`config.mk`:
```
export PLATFORM = sky130hd
export DESIGN_NAME = autosa_glb_csb_master
export DESIGN_NICKNAME = d
export VERILOG_FILES = /design/src/rtl/autosa_glb_csb_master.sv
export SDC_FILE = /design/constraint.sdc
export NUM_CORES = 1
export LEC_CHECK = 0
export ABC_CLOCK_PERIOD_IN_PS = 3250
export BUFFER_PORTS_ARGS = -buffer_cell sky130_fd_sc_hd__buf_4
export CORE_UTILIZATION = 50
export CTS_CLUSTER_SIZE = 12
export DETAILED_ROUTE_END_ITERATION = 10
export PLACE_DENSITY = 0.9
export REMOVE_ABC_BUFFERS = 1
export SKIP_CTS_REPAIR_TIMING = 1
export SYNTH_ARGS = -nofsm -noshare
export SYNTH_HDL_FRONTEND = slang
export SYNTH_SLANG_ARGS = --single-unit
export TNS_END_PERCENT = 5
```
`constraint.sdc`:
```
create_clock -name autosa_core_clk -period 3.25 [get_ports autosa_core_clk]
set_input_delay 0.1625 -clock autosa_core_clk [delete_from_list [all_inputs] [get_ports autosa_core_clk]]
set_output_delay 0.1625 -clock autosa_core_clk [all_outputs]
set_load 0.005 [all_outputs]
```
`src/rtl/autosa_glb_csb_master.sv`:
```
// CSB initiator for the GLB register slave: range-checks each word-addressed
// request, drives one register access and returns read data or a write ack.
module autosa_glb_csb_master #(
    parameter int unsigned       ADDR_W      = 16,
    parameter logic [ADDR_W-1:0] BASE_ADDR   = '0,
    parameter int unsigned       RANGE_WORDS = 1024
) (
    input  logic              autosa_core_clk,
    input  logic              autosa_core_rst,
    input  logic              csb_req_valid,
    output logic              csb_req_ready,
    input  logic [ADDR_W-1:0] csb_req_addr,
    input  logic [31:0]       csb_req_wdat,
    input  logic              csb_req_write,
    input  logic              csb_req_nposted,
    output logic              csb_resp_valid,
    input  logic              csb_resp_ready,
    output logic [31:0]       csb_resp_rdat,
    output logic              csb_resp_is_write,
    output logic              csb_resp_error,
    output logic [11:0]       reg_offset,
    output logic [31:0]       reg_wr_data,
    output logic              reg_wr_en,
    input  logic [31:0]       reg_rd_data
);

    // Window size widened by one bit so RANGE_WORDS itself is representable.
    localparam logic [ADDR_W:0] RANGE_LIM = (ADDR_W + 1)'(RANGE_WORDS);

    typedef enum logic [1:0] {
        ST_IDLE   = 2'd0,
        ST_ACCESS = 2'd1,
        ST_RESP   = 2'd2
    } state_e;

    state_e            state_q, state_d;
    logic              write_q, write_d;
    logic              nposted_q, nposted_d;
    logic              hit_q, hit_d;
    logic [11:0]       reg_offset_q, reg_offset_d;
    logic [31:0]       reg_wr_data_q, reg_wr_data_d;
    logic              reg_wr_en_q, reg_wr_en_d;
    logic              resp_valid_q, resp_valid_d;
    logic [31:0]       resp_rdat_q, resp_rdat_d;
    logic              resp_is_write_q, resp_is_write_d;
    logic              resp_error_q, resp_error_d;

    logic              accept;
    logic              posted_write_q;
    logic [ADDR_W-1:0] addr_diff;
    logic              req_hit;

    // Unsigned window check; the subtraction result is only trusted when addr >= base.
    assign addr_diff      = csb_req_addr - BASE_ADDR;
    assign req_hit        = (csb_req_addr >= BASE_ADDR) && ({1'b0, addr_diff} < RANGE_LIM);
    assign accept         = csb_req_valid && csb_req_ready;
    assign posted_write_q = write_q && !nposted_q;

    // State register.
    always_ff @(posedge autosa_core_clk) begin
        // NOTE: sequential state uses non-blocking assignments so every flop samples pre-edge values.
        if (autosa_core_rst) begin
            state_q <= ST_IDLE;
        end else begin
            state_q <= state_d;
        end
    end

    // Next-state logic: one ACCESS cycle, then a response unless the write is posted.
    always_comb begin
        // NOTE: assigning a default first keeps every path covered, so no latch is inferred.
        state_d = state_q;
        case (state_q)
            ST_IDLE:   if (accept) state_d = ST_ACCESS;
            ST_ACCESS: state_d = posted_write_q ? ST_IDLE : ST_RESP;
            ST_RESP:   if (csb_resp_ready) state_d = ST_IDLE;
            default:   state_d = ST_IDLE;
        endcase
    end

    // Output decode: requests are only taken in IDLE and never while reset is held.
    always_comb begin
        csb_req_ready = (state_q == ST_IDLE) && !autosa_core_rst;
    end

    // Datapath: capture the request on accept, build the response at the end of ACCESS.
    always_comb begin
        write_d         = write_q;
        nposted_d       = nposted_q;
        hit_d           = hit_q;
        reg_offset_d    = reg_offset_q;
        reg_wr_data_d   = reg_wr_data_q;
        reg_wr_en_d     = 1'b0;
        resp_valid_d    = resp_valid_q;
        resp_rdat_d     = resp_rdat_q;
        resp_is_write_d = resp_is_write_q;
        resp_error_d    = resp_error_q;

        if (accept) begin
            write_d     = csb_req_write;
            nposted_d   = csb_req_nposted;
            hit_d       = req_hit;
            reg_wr_en_d = csb_req_write && req_hit;
            if (req_hit) begin
                reg_offset_d = {addr_diff[9:0], 2'b00};
            end
            if (csb_req_write && req_hit) begin
                reg_wr_data_d = csb_req_wdat;
            end
        end

        if ((state_q == ST_ACCESS) && !posted_write_q) begin
            resp_valid_d    = 1'b1;
            resp_rdat_d     = (!write_q && hit_q) ? reg_rd_data : 32'h0;
            resp_is_write_d = write_q;
            resp_error_d    = !hit_q;
        end

        if ((state_q == ST_RESP) && csb_resp_ready) begin
            resp_valid_d = 1'b0;
        end
    end

    // Datapath registers.
    always_ff @(posedge autosa_core_clk) begin
        // NOTE: every datapath flop is reset so a mid-transaction reset leaves no stale strobe or response.
        if (autosa_core_rst) begin
            write_q         <= 1'b0;
            nposted_q       <= 1'b0;
            hit_q           <= 1'b0;
            reg_offset_q    <= 12'h0;
            reg_wr_data_q   <= 32'h0;
            reg_wr_en_q     <= 1'b0;
            resp_valid_q    <= 1'b0;
            resp_rdat_q     <= 32'h0;
            resp_is_write_q <= 1'b0;
            resp_error_q    <= 1'b0;
        end else begin
            write_q         <= write_d;
            nposted_q       <= nposted_d;
            hit_q           <= hit_d;
            reg_offset_q    <= reg_offset_d;
            reg_wr_data_q   <= reg_wr_data_d;
            reg_wr_en_q     <= reg_wr_en_d;
            resp_valid_q    <= resp_valid_d;
            resp_rdat_q     <= resp_rdat_d;
            resp_is_write_q <= resp_is_write_d;
            resp_error_q    <= resp_error_d;
        end
    end

    assign reg_offset        = reg_offset_q;
    assign reg_wr_data       = reg_wr_data_q;
    assign reg_wr_en         = reg_wr_en_q;
    assign csb_resp_valid    = resp_valid_q;
    assign csb_resp_rdat     = resp_rdat_q;
    assign csb_resp_is_write = resp_is_write_q;
    assign csb_resp_error    = resp_error_q;

endmodule

```
==> impl_metrics.py, run 1 <==
metrics = {
    "status": {
        "status": "completed",
    },
    "die": {
        "dieWidth_um": 86.85,
        "initial_utilization_pct": 52.40,
        "core_um2": 6869,
        "top_level_ports": 167,
        "die_area_um2": 7543,
        "rows": 30,
        "fp.dieH_um": 86.85,
    },
    "global_routing": {
        "track_usage_pct": 22.87,
        "gr-total-overflow": 0,
        "grt_pass1_vias": 2989,
        "grt_pass1_wl_um": 13500,
        "grt_max_degree": 125,
        "antenna_found_initial": 0,
    },
    "critical_path": {
        "reg2reg_from": "state_q[1]",
        "required_ns": 3.51,
        "r2r_end": "reg_wr_data[6]",
        "crit_path_start_kind": "register",
        "rr_worst_depth": 4,
        "r2r_setup_slack_ns": 1.16,
        "crit_type": "register to register",
        "critPathCaptureType": "register",
        "worstSetupStartpoint": "state_q[1]",
        "crit_fanout": 33,
        "worstSetupEndpoint": "reg_wr_data[6]",
        "critPathArrivalTime_ns": 2.35,
    },
    "power": {
        "pwr-share-comb_pct": 8.9,
        "pwr-share-seq_pct": 51.6,
        "power.density_nw_per_um2": 397.5,
        "leakage_nw": 2.014,
        "clkPwrFrac_pct": 39.5,
        "switching_power_w": 0.0004367,
        "p_total_w": 0.001995,
        "switching_share_pct": 21.89,
        "internal-power_w": 0.001558,
        "vdd_drop_max_mv": 0.3003,
    },
    "clock_tree": {
        "path_clk_slew_ns": 0.08,
        "clock-sinks": 83,
        "clk_path_buf_depth": 2,
        "htree_num_levels": 3,
        "clock_latency_ns": 0.34,
        "cts_tree": "done",
        "numCtsBuffers": 9,
        "cts-root-buf": "clkbuf_8",
    },
    "sta": {
        "worst_pin_slew_ns": 1.122,
        "grt_setup_unrepaired": "no",
        "fmax_mhz": 477.4,
        "timing.slew.headroom_pct": 25.07,
        "holdWs_ns": 0.01084,
        "period_share_pct": 64.45,
        "setup_tns_ns": 0,
        "skew_ns": 0.007767,
        "drv_slew": 0,
        "hold_viol": 0,
        "min_period_ns": 2.095,
        "setup_viol": 0,
    },
    "layout": {
        "fin_nets": 605,
        "final_cells": 620,
        "fill_cells": 541,
        "diodes": 0,
        "drive_gt1_share_pct": 36.07,
        "synthToLayoutAreaGrowth_pct": 39.42,
        "postLayoutCellArea_um2": 5019,
    },
    "logic_synthesis": {
        "synth_top_family_by_area": "simple AND/OR/NAND/NOR gates",
        "synthAdderAreaFrac_pct": 0,
        "ys_types": 23,
        "synth_xor_area_share_pct": 0,
        "synth_compound_gate_area_share_pct": 10.25,
        "yosys_warnings": 0,
        "synth_area_per_cell_um2": 9.548,
        "yosys.area_share.simple_pct": 26.14,
        "synthCells": 377,
        "muxShareOfSynthArea_pct": 11.68,
        "ys_seq_area_share_pct": 46.16,
        "synth_seq_cells": 83,
        "syn_area_um2": 3600,
    },
    "placement": {
        "hpwlAfterDp_um": 6034,
        "portBuffers": 164,
        "placedInstanceArea_um2": 4810,
        "routabilityCongestion": 0.7946,
        "placed_cells": 604,
    },
    "route": {
        "vias": 3208,
        "routedWlPerCell_um": 14.17,
        "post-route-drc-count": 0,
        "final_antenna_net_count": 0,
        "first_iter_violations": 116,
        "drt-vias-per-instance": 5.174,
        "finalWirelength_um": 8785,
        "firstDrtPassIters": 4,
    },
    "run": {
        "cap_violations": 0,
    },
    "hold_path": {
        "hp-class": "input pin to register",
    },
}
[cells in the final DEF, fill, tap and decap left out, drive strengths merged]
cell and instances:
a21oi 38, a221oi 1, buf 169, bufinv 2
clkbuf 11, clkinv 2, clkinvlp 1, conb 2
dfxtp 83, inv 3, mux2i 42, nand2 3
nand2b 87, nand3 3, nand4b 32, nor2b 3
nor3 2, nor4 1, o21ai 34, or2 1
or3 2, or4 1, or4b 1
[cell families after synthesis]
| group | count (synthesis) |
|---|---|
| AO/OA/AOI/OAI | 73 |
| buffers and inverters | 42 |
| flip-flops | 83 |
| multiplexers | 42 |
| other | 1 |
| AND/OR/NAND/NOR | 136 |
[cell usage after synthesis]
library cell | number | area, um2
a21oi_1 | 38 | 190.2
a221oi_1 | 1 | 8.760
buf_1 | 1 | 3.750
buf_2 | 1 | 5.000
buf_4 | 2 | 15.01
buf_6 | 5 | 56.30
clkbuf_1 | 30 | 112.6
conb_1 | 1 | 3.750
dfxtp_1 | 83 | 1662
inv_1 | 3 | 11.26
mux2i_1 | 42 | 420.4
nand2_1 | 3 | 11.26
nand2b_1 | 87 | 544.3
nand3_1 | 3 | 15.01
nand4b_1 | 32 | 280.3
nor2b_1 | 3 | 18.77
nor3_1 | 2 | 10.01
nor4_4 | 1 | 21.27
o21ai_0 | 34 | 170.2
or2_2 | 1 | 6.260
or3_1 | 2 | 12.51
or4_1 | 1 | 7.510
or4b_4 | 1 | 13.76
[cell type report]
type                       count  area [um2]  area share [%]
sequential                    83        1662           33.11
clock buffer                  11       131.4           2.618
tap                           96       120.1           2.393
clock inverter                 5       77.57           1.546
inverter                       3       11.26          0.2244
timing repair buffer         169        1269           25.28
multi-input combinational    253        1748           34.83
[power by group through the flow]
stage	sequential [W]	combinational (W)	clock, W
2_1_floorplan	0.00105	0.0000597	0
3_3_place_gp	0.00105	0.000174	0
3_5_place_dp	0.00105	0.000177	0
4_1_cts	0.00103	0.000178	0.000807
5_1_grt	0.00103	0.000193	0.000842
6_report	0.00103	0.000178	0.000788
[registers in the layout, indices dropped and copies added, names as in the netlist]
register           flops
csb_resp_rdat         32
reg_wr_data           32
reg_offset            10
state_q                2
csb_resp_error         1
csb_resp_is_write      1
csb_resp_valid         1
hit_q                  1
nposted_q              1
reg_wr_en              1
write_q                1
[per-stage QoR]
step           worst slack (ns)  utilization (%)
2_1_floorplan            0.3905                -
3_3_place_gp              1.263            70.02
3_5_place_dp              1.164            70.02
4_1_cts                   1.146            73.06
5_1_grt                   1.049            73.06
6_report                  1.155            73.06
[layer usage]
layer | routed length (um) | GRT usage, % | vias up | share of wire (%)
li1 | - | - | 1571 | -
met3 | 894 | 8.436 | 12 | 10
met1 | 3635 | 26.67 | 1481 | 41
met5 | 0 | 0 | - | 0
met4 | 146 | 9.394 | 0 | 1.7
met2 | 4108 | 37.94 | 144 | 47
[critical path: stages, from the launching register on]
cell     delay (ns)
dfxtp_1        0.35
or4b_4         0.61
nor4_4         0.26
buf_4          0.49
mux2i_1        0.28
[worst min-delay path by stage]
| stage | from | to | cells past startpoint |
|---|---|---|---|
| 4_1_cts | csb_resp_ready | csb_resp_valid | 2 |
| 2_1_floorplan | autosa_core_rst | csb_resp_error | 1 |
| 3_5_place_dp | csb_resp_ready | csb_resp_valid | 2 |
| 3_3_place_gp | csb_resp_ready | csb_resp_valid | 2 |
| 6_report | csb_resp_ready | csb_resp_valid | 2 |
| 5_1_grt | csb_resp_ready | csb_resp_valid | 2 |
Note: power is estimated with default switching activity, not from simulation.
==> run 2, diff against run 1 <==
--- a/config.mk
+++ b/config.mk
@@ -5,12 +5,12 @@
 export SDC_FILE = /design/constraint.sdc
 export NUM_CORES = 1
 export LEC_CHECK = 0
-export ABC_CLOCK_PERIOD_IN_PS = 3250
+export ABC_CLOCK_PERIOD_IN_PS = 2100
 export BUFFER_PORTS_ARGS = -buffer_cell sky130_fd_sc_hd__buf_4
-export CORE_UTILIZATION = 50
+export CORE_UTILIZATION = 47
 export CTS_CLUSTER_SIZE = 12
 export DETAILED_ROUTE_END_ITERATION = 10
-export PLACE_DENSITY = 0.9
+export PLACE_DENSITY = 0.85
 export REMOVE_ABC_BUFFERS = 1
 export SKIP_CTS_REPAIR_TIMING = 1
 export SYNTH_ARGS = -nofsm -noshare
==> constraint.sdc (replaced) <==
create_clock -name autosa_core_clk -period 2.1 [get_ports autosa_core_clk]
set_input_delay 0.105 -clock autosa_core_clk [delete_from_list [all_inputs] [get_ports autosa_core_clk]]
set_output_delay 0.105 -clock autosa_core_clk [all_outputs]
set_load 0.005 [all_outputs]
==> run 2 against run 1 <==
- combinational power up 61%
- clock skew is 0.0027 ns lower
- sequential share of layout area is 0.20 points lower
- core utilization shrank 4.2 points
- worst hold slack improved by 0.011 ns
- die area up 6.2%
- largest cell class unchanged
- via count is 0.16% lower
- critical endpoint is now reg_wr_data[0]
- count of clock-buffer cells in the layout fell by 1
==> impl_metrics.py, run 2 (synthesis results as in run 1) <==
metrics = {
    "status": {
        "status": "completed",
    },
    "sta": {
        "worst_pin_slew_ns": 1.122,
        "period_share_pct": 89.42,
        "hold_viol": 0,
        "drv_slew": 0,
        "min_period_ns": 1.878,
        "setup_viol": 0,
        "timing.slew.headroom_pct": 24.88,
        "fmax_mhz": 532.5,
        "skew_ns": 0.005092,
        "setup_tns_ns": 0,
        "grt_setup_unrepaired": "no",
    },
    "layout": {
        "synthToLayoutAreaGrowth_pct": 40.25,
        "most-common-layout-cells": "buf_4, nand2b_1, dfxtp_1, mux2i_1, a21oi_1",
        "fill_cells": 600,
        "drive_gt1_share_pct": 36.55,
        "fin_nets": 610,
        "final_common_cell": "buf_4",
        "diodes": 0,
        "postLayoutCellArea_um2": 5049,
    },
    "critical_path": {
        "r2r_end": "reg_wr_data[0]",
        "r2r_setup_slack_ns": 0.22,
        "critPathCaptureType": "register",
        "crit_type": "register to register",
        "rr_worst_depth": 4,
        "reg2reg_from": "state_q[1]",
        "required_ns": 2.36,
        "crit_path_start_kind": "register",
        "critPathArrivalTime_ns": 2.14,
        "crit_fanout": 33,
    },
    "die": {
        "initial_utilization_pct": 49.10,
        "core_um2": 7331,
        "rows": 31,
        "die_area_um2": 8013,
        "fp.dieH_um": 89.52,
        "dieWidth_um": 89.52,
        "top_level_ports": 167,
    },
    "clock_tree": {
        "clk_path_buf_depth": 2,
        "clock_latency_ns": 0.34,
        "path_clk_slew_ns": 0.08,
        "cts_tree": "done",
        "htree_num_levels": 3,
        "cts-root-buf": "clkbuf_8",
        "numCtsBuffers": 9,
        "clock-sinks": 83,
    },
    "route": {
        "drt-vias-per-instance": 5.108,
        "first_iter_violations": 85,
        "routedWlPerCell_um": 13.92,
        "vias": 3203,
        "firstDrtPassIters": 4,
        "finalWirelength_um": 8726,
        "final_antenna_net_count": 0,
        "post-route-drc-count": 0,
    },
    "hold_path": {
        "hp-class": "input pin to register",
        "whs_path_depth": 3,
        "whs_endpoint": "reg_wr_data[14]",
        "holdCritStartpoint": "csb_req_wdat[14]",
    },
    "global_routing": {
        "gr-total-overflow": 0,
        "grt_max_degree": 125,
        "grt_pass1_vias": 2978,
        "track_usage_pct": 21.09,
        "antenna_found_initial": 0,
        "grt_pass1_wl_um": 13060,
    },
    "placement": {
        "portBuffers": 164,
        "routabilityCongestion": 0.7574,
        "hpwlAfterDp_um": 6038,
        "placedInstanceArea_um2": 4856,
    },
    "power": {
        "vdd_drop_max_mv": 0.3519,
        "leakage_nw": 2.025,
        "power.density_nw_per_um2": 585.4,
    },
    "run": {
        "cap_violations": 0,
    },
}
[run 2: cell types whose count changed in the layout (fill, tap and decap cells not counted)]
cell	previous run	this run
buf_12	0	1
buf_4	169	172
bufinv_16	2	1
clkbuf_1	2	1
clkinvlp_4	1	2
dlygate4sd3_1	0	1
[run 2: how the worst max path moves through the flow]
stage | from | end | cells past startpoint
after global routing | state_q[1] | reg_wr_data[0] | 4
after CTS | state_q[1] | reg_wr_data[0] | 4
final | state_q[1] | reg_wr_data[0] | 4
after global placement | state_q[1] | reg_wr_data[7] | 4
after floorplan | state_q[1] | reg_wr_data[0] | 3
after detailed placement | state_q[1] | reg_wr_data[15] | 4
[run 2: critical path, stage by stage, from the launching register on]
cell and delay [ns]:
dfxtp_1 0.35, or4b_4 0.61, nor4_4 0.32, buf_12 0.27
mux2i_1 0.23
[run 2: final cells by class]
type	count	area (um2)	share of cell area (%)
clock buffers	10	127.6	2.528
clock inverters	5	55.05	1.090
inverters	3	11.26	0.2230
multi-input cells	253	1748	34.62
flip-flops and latches	83	1662	32.91
well taps	99	123.9	2.454
repair buffers	174	1321	26.17
[run 2: routing by layer]
layer  up-vias  global-route usage (%)  share of wire, %
met5         -                       0                 0
met4         0                   9.091               1.6
met3        13                   7.295               9.3
met2       136                   36.43                47
met1      1472                   23.60                42
li1       1582                       -                 -
[run 2: power by group]
group | internal (W) | leakage, nW | switching, W | total, W
registers | 0.00158 | 0.669 | 0.00000672 | 0.00159
logic | 0.000168 | 1.27 | 0.000118 | 0.000286
clock network | 0.000539 | 0.0881 | 0.000543 | 0.00108
[run 2: metrics by stage]
stage / setup slack, ns / power [W] / std cells / hold slack [ns] / utilization [%]
finish: 0.2222 / 0.002955 / 627 / 0.02182 / 68.87
CTS: 0.2148 / 0.002987 / 626 / -0.04932 / 68.73
floorplan: -0.7595 / 0.001719 / 339 / 0.1741 / -
global route: 0.1456 / 0.003083 / 627 / 0.01239 / 68.87
global placement: 0.2943 / 0.001904 / 611 / 0.3070 / 66.24
detailed placement: 0.2318 / 0.001909 / 611 / 0.3255 / 66.24
